--- src/rtl/disp_pkg.sv ---
// Shared definitions for the seven-segment display paths.
// Provides the blank segment pattern, the decoder's "all anodes off" index,
// per-mode digit counts and the active-low segment type.
package disp_pkg;

  typedef logic [6:0] seg_t;  // active-low {g,f,e,d,c,b,a}

  localparam seg_t        SEG_BLANK       = 7'h7F;
  localparam logic [2:0]  DIGIT_BLANK_IDX = 3'd7;

  localparam int unsigned PULSE_DIGITS = 3;
  localparam int unsigned RT_DIGITS    = 4;

  typedef enum logic {
    MODE_RT    = 1'b0,  // reaction timer, 4 digits
    MODE_PULSE = 1'b1   // pulse monitor, 3 digits
  } mode_e;

endpackage

--- src/rtl/disp_scan_ctrl_if.sv ---
// Display scan bus between the data source / anode decoder side (master)
// and the scan controller (slave).
//   mode, rs_en, digits, dp_mask : display content and mode, into the controller
//   a, seg_l, dp_l, slot_tick    : digit index, active-low drive, slot pulse, out
interface disp_scan_ctrl_if;
  import disp_pkg::*;

  logic        mode;
  logic        rs_en;
  logic [15:0] digits;
  logic [3:0]  dp_mask;
  logic [2:0]  a;
  seg_t        seg_l;
  logic        dp_l;
  logic        slot_tick;

  modport master (
    output mode, rs_en, digits, dp_mask,
    input  a, seg_l, dp_l, slot_tick
  );

  modport slave (
    input  mode, rs_en, digits, dp_mask,
    output a, seg_l, dp_l, slot_tick
  );

endinterface

--- src/rtl/hex_to_sseg.sv ---
// Combinational hex nibble to active-low seven-segment pattern.
//   hex   : 4-bit value 0..F
//   seg_l : active-low {g,f,e,d,c,b,a}
module hex_to_sseg
  import disp_pkg::*;
(
  input  logic [3:0] hex,
  output seg_t       seg_l
);

  always_comb begin
    seg_l = SEG_BLANK;
    case (hex)
      4'h0: seg_l = 7'h40;
      4'h1: seg_l = 7'h79;
      4'h2: seg_l = 7'h24;
      4'h3: seg_l = 7'h30;
      4'h4: seg_l = 7'h19;
      4'h5: seg_l = 7'h12;
      4'h6: seg_l = 7'h02;
      4'h7: seg_l = 7'h78;
      4'h8: seg_l = 7'h00;
      4'h9: seg_l = 7'h10;
      4'hA: seg_l = 7'h08;
      4'hB: seg_l = 7'h03;
      4'hC: seg_l = 7'h46;
      4'hD: seg_l = 7'h21;
      4'hE: seg_l = 7'h06;
      4'hF: seg_l = 7'h0E;
      default: seg_l = SEG_BLANK;
    endcase
  end

endmodule

--- src/rtl/disp_scan_ctrl.sv ---
// Time-multiplexed scan controller for the 8-digit seven-segment display.
// Steps a digit index every SCAN_DIV cycles (3 digits in pulse mode, 4 in
// reaction-timer mode), blanks the anodes for BLANK_CYC cycles at the start
// of every slot, samples the display data once per frame and suppresses
// leading zeros in pulse mode.
//   clk, rst_n : clock, asynchronous active-low reset
//   bus        : slave side of disp_scan_ctrl_if (mode, rs_en, digits,
//                dp_mask in; a, seg_l, dp_l, slot_tick out)
module disp_scan_ctrl
  import disp_pkg::*;
#(
  parameter int unsigned SCAN_DIV  = 100000,
  parameter int unsigned BLANK_CYC = 200
) (
  input  logic              clk,
  input  logic              rst_n,
  disp_scan_ctrl_if.slave   bus
);

  localparam int unsigned CW = (SCAN_DIV > 1) ? $clog2(SCAN_DIV) : 1;
  localparam int unsigned BW = (BLANK_CYC > 0) ? $clog2(BLANK_CYC + 1) : 1;
  localparam logic [CW-1:0] CNT_MAX   = CW'(SCAN_DIV - 1);
  localparam logic [BW-1:0] BLANK_LD  = BW'(BLANK_CYC);
  localparam logic [1:0]    LIM_PULSE = 2'(PULSE_DIGITS - 1);
  localparam logic [1:0]    LIM_RT    = 2'(RT_DIGITS - 1);

  logic [CW-1:0] cnt_q,     cnt_d;
  logic [1:0]    idx_q,     idx_d;
  logic [BW-1:0] blank_q,   blank_d;
  logic [15:0]   snap_q,    snap_d;
  logic [3:0]    snap_dp_q, snap_dp_d;
  logic [2:0]    a_q,       a_d;
  seg_t          seg_q,     seg_d;
  logic          dp_q,      dp_d;
  logic          tick_q,    tick_d;

  logic       tick;
  logic       pulse;
  logic [1:0] lim;
  logic [3:0] nib;
  logic       suppress;
  seg_t       seg_hex;

  assign pulse = (mode_e'(bus.mode) == MODE_PULSE);
  assign lim   = pulse ? LIM_PULSE : LIM_RT;

  // Next-state: prescaler, digit index, blanking counter, frame snapshot.
  always_comb begin
    tick      = (cnt_q == CNT_MAX);
    cnt_d     = tick ? '0 : cnt_q + 1'b1;
    idx_d     = idx_q;
    blank_d   = blank_q;
    snap_d    = snap_q;
    snap_dp_d = snap_dp_q;
    tick_d    = tick;
    if (tick) begin
      // ">=" rather than "==" so a 0->1 mode switch at idx 3 still wraps.
      idx_d   = (idx_q >= lim) ? '0 : idx_q + 1'b1;
      blank_d = BLANK_LD;
      if (idx_d == '0) begin
        snap_d    = bus.digits;
        snap_dp_d = bus.dp_mask;
      end
    end else if (blank_q != '0) begin
      blank_d = blank_q - 1'b1;
    end
  end

  assign nib = snap_d[{idx_d, 2'b00} +: 4];

  hex_to_sseg u_hex (
    .hex   (nib),
    .seg_l (seg_hex)
  );

  // Output decode works on next-state values so the anode index and the
  // segment pattern register on the same edge as idx.
  always_comb begin
    suppress = pulse && (((idx_d == 2'd2) && (snap_d[11:8] == '0)) ||
                         ((idx_d == 2'd1) && (snap_d[11:4] == '0)));
    a_d   = {1'b0, idx_d};
    seg_d = suppress ? SEG_BLANK : seg_hex;
    dp_d  = ~snap_dp_d[idx_d];
    if (blank_d != '0) begin
      a_d   = DIGIT_BLANK_IDX;
      seg_d = SEG_BLANK;
      dp_d  = 1'b1;
    end else if (!pulse && !bus.rs_en) begin
      seg_d = SEG_BLANK;
      dp_d  = 1'b1;
    end
  end

  always_ff @(posedge clk or negedge rst_n) begin
    if (!rst_n) begin
      cnt_q     <= '0;
      idx_q     <= '0;
      blank_q   <= BLANK_LD;
      snap_q    <= '0;
      snap_dp_q <= '0;
      a_q       <= DIGIT_BLANK_IDX;
      seg_q     <= SEG_BLANK;
      dp_q      <= 1'b1;
      tick_q    <= 1'b0;
    end else begin
      cnt_q     <= cnt_d;
      idx_q     <= idx_d;
      blank_q   <= blank_d;
      snap_q    <= snap_d;
      snap_dp_q <= snap_dp_d;
      a_q       <= a_d;
      seg_q     <= seg_d;
      dp_q      <= dp_d;
      tick_q    <= tick_d;
    end
  end

  assign bus.a         = a_q;
  assign bus.seg_l     = seg_q;
  assign bus.dp_l      = dp_q;
  assign bus.slot_tick = tick_q;

endmodule

--- src/flat_wrapper.sv ---
// flat-port wrapper written by rule: the top's interface ports become plain ports
module disp_scan_ctrl_flat import disp_pkg::*;
#(
  parameter int unsigned SCAN_DIV  = 100000,
  parameter int unsigned BLANK_CYC = 200
)
  (clk, rst_n, bus_mode, bus_rs_en, bus_digits, bus_dp_mask, bus_a, bus_seg_l, bus_dp_l, bus_slot_tick);
  disp_scan_ctrl_if bus_i ();
  input  logic clk;
  input  logic rst_n;
  input wire logic [$bits(bus_i.mode)-1:0] bus_mode;
  input wire logic [$bits(bus_i.rs_en)-1:0] bus_rs_en;
  input wire logic [$bits(bus_i.digits)-1:0] bus_digits;
  input wire logic [$bits(bus_i.dp_mask)-1:0] bus_dp_mask;
  output wire logic [$bits(bus_i.a)-1:0] bus_a;
  output wire logic [$bits(bus_i.seg_l)-1:0] bus_seg_l;
  output wire logic [$bits(bus_i.dp_l)-1:0] bus_dp_l;
  output wire logic [$bits(bus_i.slot_tick)-1:0] bus_slot_tick;
  assign bus_i.mode = bus_mode;
  assign bus_i.rs_en = bus_rs_en;
  assign bus_i.digits = bus_digits;
  assign bus_i.dp_mask = bus_dp_mask;
  assign bus_a = bus_i.a;
  assign bus_seg_l = bus_i.seg_l;
  assign bus_dp_l = bus_i.dp_l;
  assign bus_slot_tick = bus_i.slot_tick;
  disp_scan_ctrl #(.SCAN_DIV(SCAN_DIV), .BLANK_CYC(BLANK_CYC)) u_core (.clk(clk), .rst_n(rst_n), .bus(bus_i));
endmodule
--- config.mk ---
export PLATFORM = sky130hd
export DESIGN_NAME = disp_scan_ctrl_flat
export DESIGN_NICKNAME = d
export VERILOG_FILES = /design/src/rtl/disp_pkg.sv /design/src/rtl/disp_scan_ctrl_if.sv /design/src/rtl/hex_to_sseg.sv /design/src/rtl/disp_scan_ctrl.sv /design/src/flat_wrapper.sv
export SDC_FILE = /design/constraint.sdc
export NUM_CORES = 1
export LEC_CHECK = 0
export ABC_CLOCK_PERIOD_IN_PS = 5650
export BUFFER_PORTS_ARGS = -buffer_cell sky130_fd_sc_hd__buf_2
export CAP_MARGIN = 0
export CORE_MARGIN = 2
export CORE_UTILIZATION = 40
export DETAILED_ROUTE_END_ITERATION = 8
export GPL_TIMING_DRIVEN = 0
export MAX_ROUTING_LAYER = met4
export PLACE_DENSITY_LB_ADDON = 0.12
export SLEW_MARGIN = 20
export SYNTH_ARGS = -nofsm -noshare
export SYNTH_HDL_FRONTEND = slang
export SYNTH_SLANG_ARGS = --single-unit
--- constraint.sdc ---
create_clock -name clk -period 5.65 [get_ports clk]
set_clock_uncertainty 0.15 [all_clocks]
set_input_delay 0.565 -clock clk [delete_from_list [all_inputs] [get_ports clk]]
set_output_delay 0.565 -clock clk [all_outputs]
set_load 0.03 [all_outputs]
Yosys cells after proc, flatten, opt, wreduce, memory -nomap -nowiden

Memories as Yosys holds them, arrays and structs flattened.
Cells that the tools add are included.

ROM bits: 112
Output and inout port bits: 12
Logic and storage cells: 50
Memories kept: 1
Flip-flop bits (word level): 59
Bits of input ports: 24

Memory list:

| name             | depth | width | read ports | clocked after memory_dff | write ports | line              | text |
|---|---|---|---|---|---|---|---|
| (name not given) | 16    | 7     | 1          | 0                        | 0           | hex_to_sseg.sv:13 | `case (hex)` |

Multiplexer cells: 18
Eq/ne operators: 3
Add/sub/neg operators: 3
Bitwise gates (word level): 1
Shifts and indexed selects: 1
Order comparisons: 2
Reductions and logical operators: 12

Operators with widths:

| operator                                                               | count |
|---|---|
| 16-bit 2-to-1 mux                                                      | 2 |
| 7-bit 2-to-1 mux                                                       | 3 |
| 17-bit by 1-bit adder with 17-bit output (second input constant)       | 1 |
| 17-bit equality test (second input constant)                           | 1 |
| 17-bit 2-to-1 mux                                                      | 1 |
| 8-bit 2-to-1 mux                                                       | 2 |
| 8-bit nonzero test                                                     | 2 |
| 16-bit by 5-bit indexed part select with 4-bit output                  | 1 |
| 8-bit logical NOT                                                      | 1 |
| 4-bit 2-to-1 mux                                                       | 2 |
| 8-bit by 1-bit subtractor with 8-bit output (second input constant)    | 1 |
| 1-bit logical AND                                                      | 4 |
| 4-bit logical NOT                                                      | 1 |
| 1-bit 2-to-1 mux                                                       | 4 |
| 2-bit 2-to-1 mux                                                       | 2 |
| 2-bit by 3-bit < comparator with 1-bit output (second input constant)  | 1 |
| 3-bit 2-to-1 mux                                                       | 1 |
| 2-bit by 1-bit adder with 2-bit output (second input constant)         | 1 |
| 1-bit binary-select mux with 2-bit select                              | 1 |
| 2-bit by 1-bit equality test with 1-bit output (second input constant) | 1 |
| 2-bit equality test (second input constant)                            | 1 |
| 2-bit >= comparator                                                    | 1 |
| 1-bit logical NOT                                                      | 2 |
| 2-bit logical NOT                                                      | 1 |
| 2 further kinds                                                        | 2 |

Logic depth before layout (Yosys ltp)

Word-level depth: 13
Gate-level depth with buffers: 14
Depth with buffers taken out: 13

Modules after synthesis

A second synthesis with hierarchy kept.

Cell total of the unflattened synthesis: 309
Area total of the unflattened synthesis: 3,248.1 um2

By module, submodules not included:

| module         | seq. area each (um2) | area an instance (um2) | cells each | instances |
|---|---|---|---|---|
| disp_scan_ctrl | 1,493.9              | 2,972.9                | 277        | 1 |
| hex_to_sseg    | 0.0                  | 275.3                  | 32         | 1 |

Worst setup path before layout

Ideal clock, no wire load.

Path kind: reg2reg
Start: register u_core.cnt_q[12]
End: register u_core.seg_q[6], in the netlist u_core.bus.seg_l[6]
Clock period less this slack: 3.447 ns
Cell stages (with the launch flop): 10
Path buffers: 0
Setup slack: 2.203 ns
Data required time: 5.419 ns
Setup time: 0.081 ns
Arrival time: 3.216 ns
Cell sequence: dfrtp_1 -> or4b_4 -> nor4_2 -> mux2i_1 -> clkinv_1 -> o21ai_1 -> ha_1 -> inv_1 -> mux2_1 -> o211ai_1

Cells in the longest elaborated chain, start to end: 9
Elaborated cells between the ends (all ways): 18
Those cells by class: eq/ne (3); shift (1); mux (6); reduce/logical (7); memory (1)

RTL lines:

| item                                                      | line                  | text |
|---|---|---|
| start, declared                                           | disp_scan_ctrl.sv:27  | `logic [CW-1:0] cnt_q, cnt_d;` |
| start signal, assigned                                    | disp_scan_ctrl.sv:106 | `cnt_q <= cnt_d;` |
| 17-bit equality test *                                    | disp_scan_ctrl.sv:49  | `tick = (cnt_q == CNT_MAX);` |
| via u_core.tick                                           | disp_scan_ctrl.sv:37  | `logic tick;` |
| 2-bit 2-to-1 mux *                                        | disp_scan_ctrl.sv:56  | `if (tick) begin` |
| via u_core.idx_d[0]                                       | disp_scan_ctrl.sv:28  | `logic [1:0] idx_q, idx_d;` |
| branches (longest 4 deep; another with memory 16 x 7 bit) | n/a                   |  |
| 7-bit 2-to-1 mux *                                        | disp_scan_ctrl.sv:82  | `seg_d = suppress ? SEG_BLANK : seg_hex;` |
| 7-bit 2-to-1 mux *                                        | disp_scan_ctrl.sv:88  | `end else if (!pulse && !bus.rs_en) begin` |
| 7-bit 2-to-1 mux *                                        | disp_scan_ctrl.sv:84  | `if (blank_d != '0) begin` |
| via u_core.seg_d[6]                                       | disp_scan_ctrl.sv:33  | `seg_t seg_q, seg_d;` |
| end signal, assigned                                      | disp_scan_ctrl.sv:112 | `seg_q <= seg_d;` |
| end, declared                                             | disp_scan_ctrl.sv:33  |  |

Mark *: on every way through the listed nets, which the timed path passes.

Final worst setup path

Same ends and word-level chain as after synthesis.

==> results_dict.tcl <==
set metrics [dict create \
    hpwl_um 4020 \
    netlist-cell-type-count 57 \
    core_um2 7210 \
    slew-limit-headroom 0.472 \
    hold_viol 0 \
    yosys_register_bits 59 \
    p_total_mw 0.934 \
    gp_congestion 0.805 \
    slew_violations 0 \
    synth_area_leader_cell "dfrtp_1" \
    first_iter_violations 79 \
    grt-ovfl-total 0 \
    crit_type "flip-flop to flip-flop" \
    io-pin-count 36 \
    cts_tree "done" \
    dieWidth_um 90.1 \
    p_per_area_nw_per_um2 265 \
    post_cts_buffers 0 \
    path_max_fanout 8 \
    cts-root-buf "clkbuf_8" \
    start_util 0.411 \
    drive_above_1_share 0.316 \
    final_cell_mix "45 x dfrtp_1, 34 x buf_2, 29 x nor2_1" \
    final_core_util 0.488 \
    yosysSeqAreaShare 0.504 \
    drc 0 \
    final_common_cell "dfrtp_1" \
    antennaDiodeCount 0 \
    clkSinkCount 59 \
    power.leakage_nw 1.75 \
    critPathBufInv 2 \
    clockBufferDepth 2 \
    insertion_delay_ps 340 \
    critical_path.cell_chain "or4b_4 -> nor4_2 -> mux2i_1 -> clkinv_1 -> o21ai_1 -> ha_1 -> inv_1 -> mux2_1 -> o211ai_1" \
    grt_pass1_wl_um 9920 \
    io_buffers 35 \
    cp.required_ps 5760 \
    ant_nets 0 \
    cp.arrival_ps 4400 \
    max_freq_ghz 0.233 \
    vias_per_cell 4.99 \
    crit_family "simple AND/OR/NAND/NOR gates" \
    clk_pin_slew_ps 80 \
    vias 2070 \
    slowest_stage "mux2i_1" \
    setup_viol 0 \
    crit_path_max_incr_delay_ps 720 \
    firstDrtPassIters 4 \
    grt_max_degree 60 \
    cts_buffers 9 \
    dp_slack_ps 1360 \
    grt_pass1_vias 2026 \
    hold_class "input pin to async pin" \
    ir_drop_mv 0.168 \
    wl_met3_um 215 \
    yosysTopAreaCellShare 0.380 \
    track_usage 0.158 \
    antenna_found_initial 0 \
    synth_warnings 0 \
    fp.dieArea_um2 8120 \
    fin_crit_ps 4290 \
    wl_per_cell_um 14.0 \
    maxUsedRoutingLayer "met4" \
    nets 344 \
    ff2ff_setup_slack_ps 1360 \
    finalWorstSetupSlack_ps 1360 \
    status "finished clean" \
    post_cts_resized 0 \
    syn_area_um2 2970 \
    die_y_um 90.1 \
    synthCells 265 \
    cts_hold_buf 0 \
    met1_length_um 2830 \
    start_kind "flip-flop" \
    syn_area_per_cell_um2 11.2 \
    rsz0062_at_grt "no" \
    area_delta_synth_final_pct 18.6 \
    rows 31 \
    met2_length_um 2680 \
    worstMarginPinSlew_ps 770 \
    final.setup.tns_ps 0 \
    drv_cap 0 \
    synth_area_leaders "dfrtp_1 38%, dfstp_2 12%, mux2_2 5.7%" \
    synth_nets 298 \
    htree_levels 3 \
    routed_wl_um 5800 \
    timing.final.crit_share 0.759 \
    end_kind "flip-flop" \
]
## cell families after synthesis
| kind of cell | share of synthesized area |
|---|---|
| xor+xnor | 0.0591 |
| simple gates | 0.166 |
| compound gates | 0.102 |
| fa+ha+maj | 0.0380 |
| flops | 0.504 |
| buf+inv | 0.0342 |
| mux | 0.0970 |
## worst paths after layout
path | startpoint | end | depth (start not counted)
min in group clk | bus_digits[12] | u_core.snap_q[12] | 2
hold / removal | rst_n | u_core.blank_q[5] | 1
setup reg to reg | u_core.cnt_q[12] | u_core.bus.seg_l[6] | 9
setup / recovery | u_core.cnt_q[12] | u_core.bus.seg_l[6] | 9
max in group asynchronous | rst_n | u_core.cnt_q[15] | 1
hold reg to reg | u_core.snap_dp_q[2] | u_core.snap_dp_q[2] | 1
## metrics by stage
stage / hold slack [ps] / std cells / area [um^2]
finish: 126 / 415 / 3520
global route: 189 / 415 / 3520
CTS: 165 / 415 / 3520
detailed placement: 332 / 399 / 3270
global placement: 319 / 399 / 3260
floorplan: 119 / 265 / 2970
## power breakdown
group	leakage (nW)	total, mW	switching [mW]	internal [mW]
clock	0.115	0.479	0.174	0.305
combinational	0.874	0.0277	0.0186	0.00913
sequential	0.760	0.427	0.000484	0.426
total	1.75	0.934	0.193	0.740
## worst register-to-register path: cells and delay by family (launching register included)
| family | cells | cell delay, ps |
|---|---|---|
| adders and majority gates | 1 | 270 |
| and+or+nand+nor | 2 | 1130 |
| DFF | 1 | 430 |
| buffers and inverters | 2 | 540 |
| muxes | 2 | 1030 |
| AOI/OAI and AO/OA | 2 | 660 |
## metal layers
layer | track usage | up-vias
met4 | 0.0423 | 0
met2 | 0.243 | 32
met1 | 0.201 | 1007
li1 | - | 1022
met3 | 0.0520 | 9
met5 | - | -
## area by class of cell
class                   count  area [um^2]
fillers                   704         3700
well taps                  99          124
repair buffers             35          178
plain buffers               6         41.3
clock inverters             6          113
flip-flops and latches     59         1490
multi-input cells         184         1370
clock buffers              10          138
inverters                  16         60.1
## flip-flops by register name, indices dropped and copies added (netlist names)
register / count
u_core.bus.a: 3
u_core.bus.dp_l: 1
u_core.bus.seg_l: 7
u_core.snap_dp_q: 4
u_core.bus.slot_tick: 1
u_core.blank_q: 8
u_core.snap_q: 16
u_core.idx_q: 2
u_core.cnt_q: 17
## Yosys cell counts, drive strengths merged
master   instances
xor2            13
nand4            2
nor3             8
and3             1
and2             1
nor4bb           1
a2bb2oi          1
and2b            1
nand2b           1
inv             15
nor4             5
a32oi            2
o21bai           2
a21oi            4
nand4b           2
nor2b            2
ha               9
o22a             1
a22o             1
nand2           19
clkinv           1
nand3b           1
mux2i            7
o22ai            1
a211o            4
o21ai            6
or4b             2
clkbuf           2
o211a            1
o221a            2
and3b            1
o211ai           7
or2              1
xnor2            7
dfstp           14
buf              4
o221ai           2
dfrtp           45
mux2            19
nand3           10
nor2            30
a21o             2
or3              5
(Power assumes the default switching activity.)
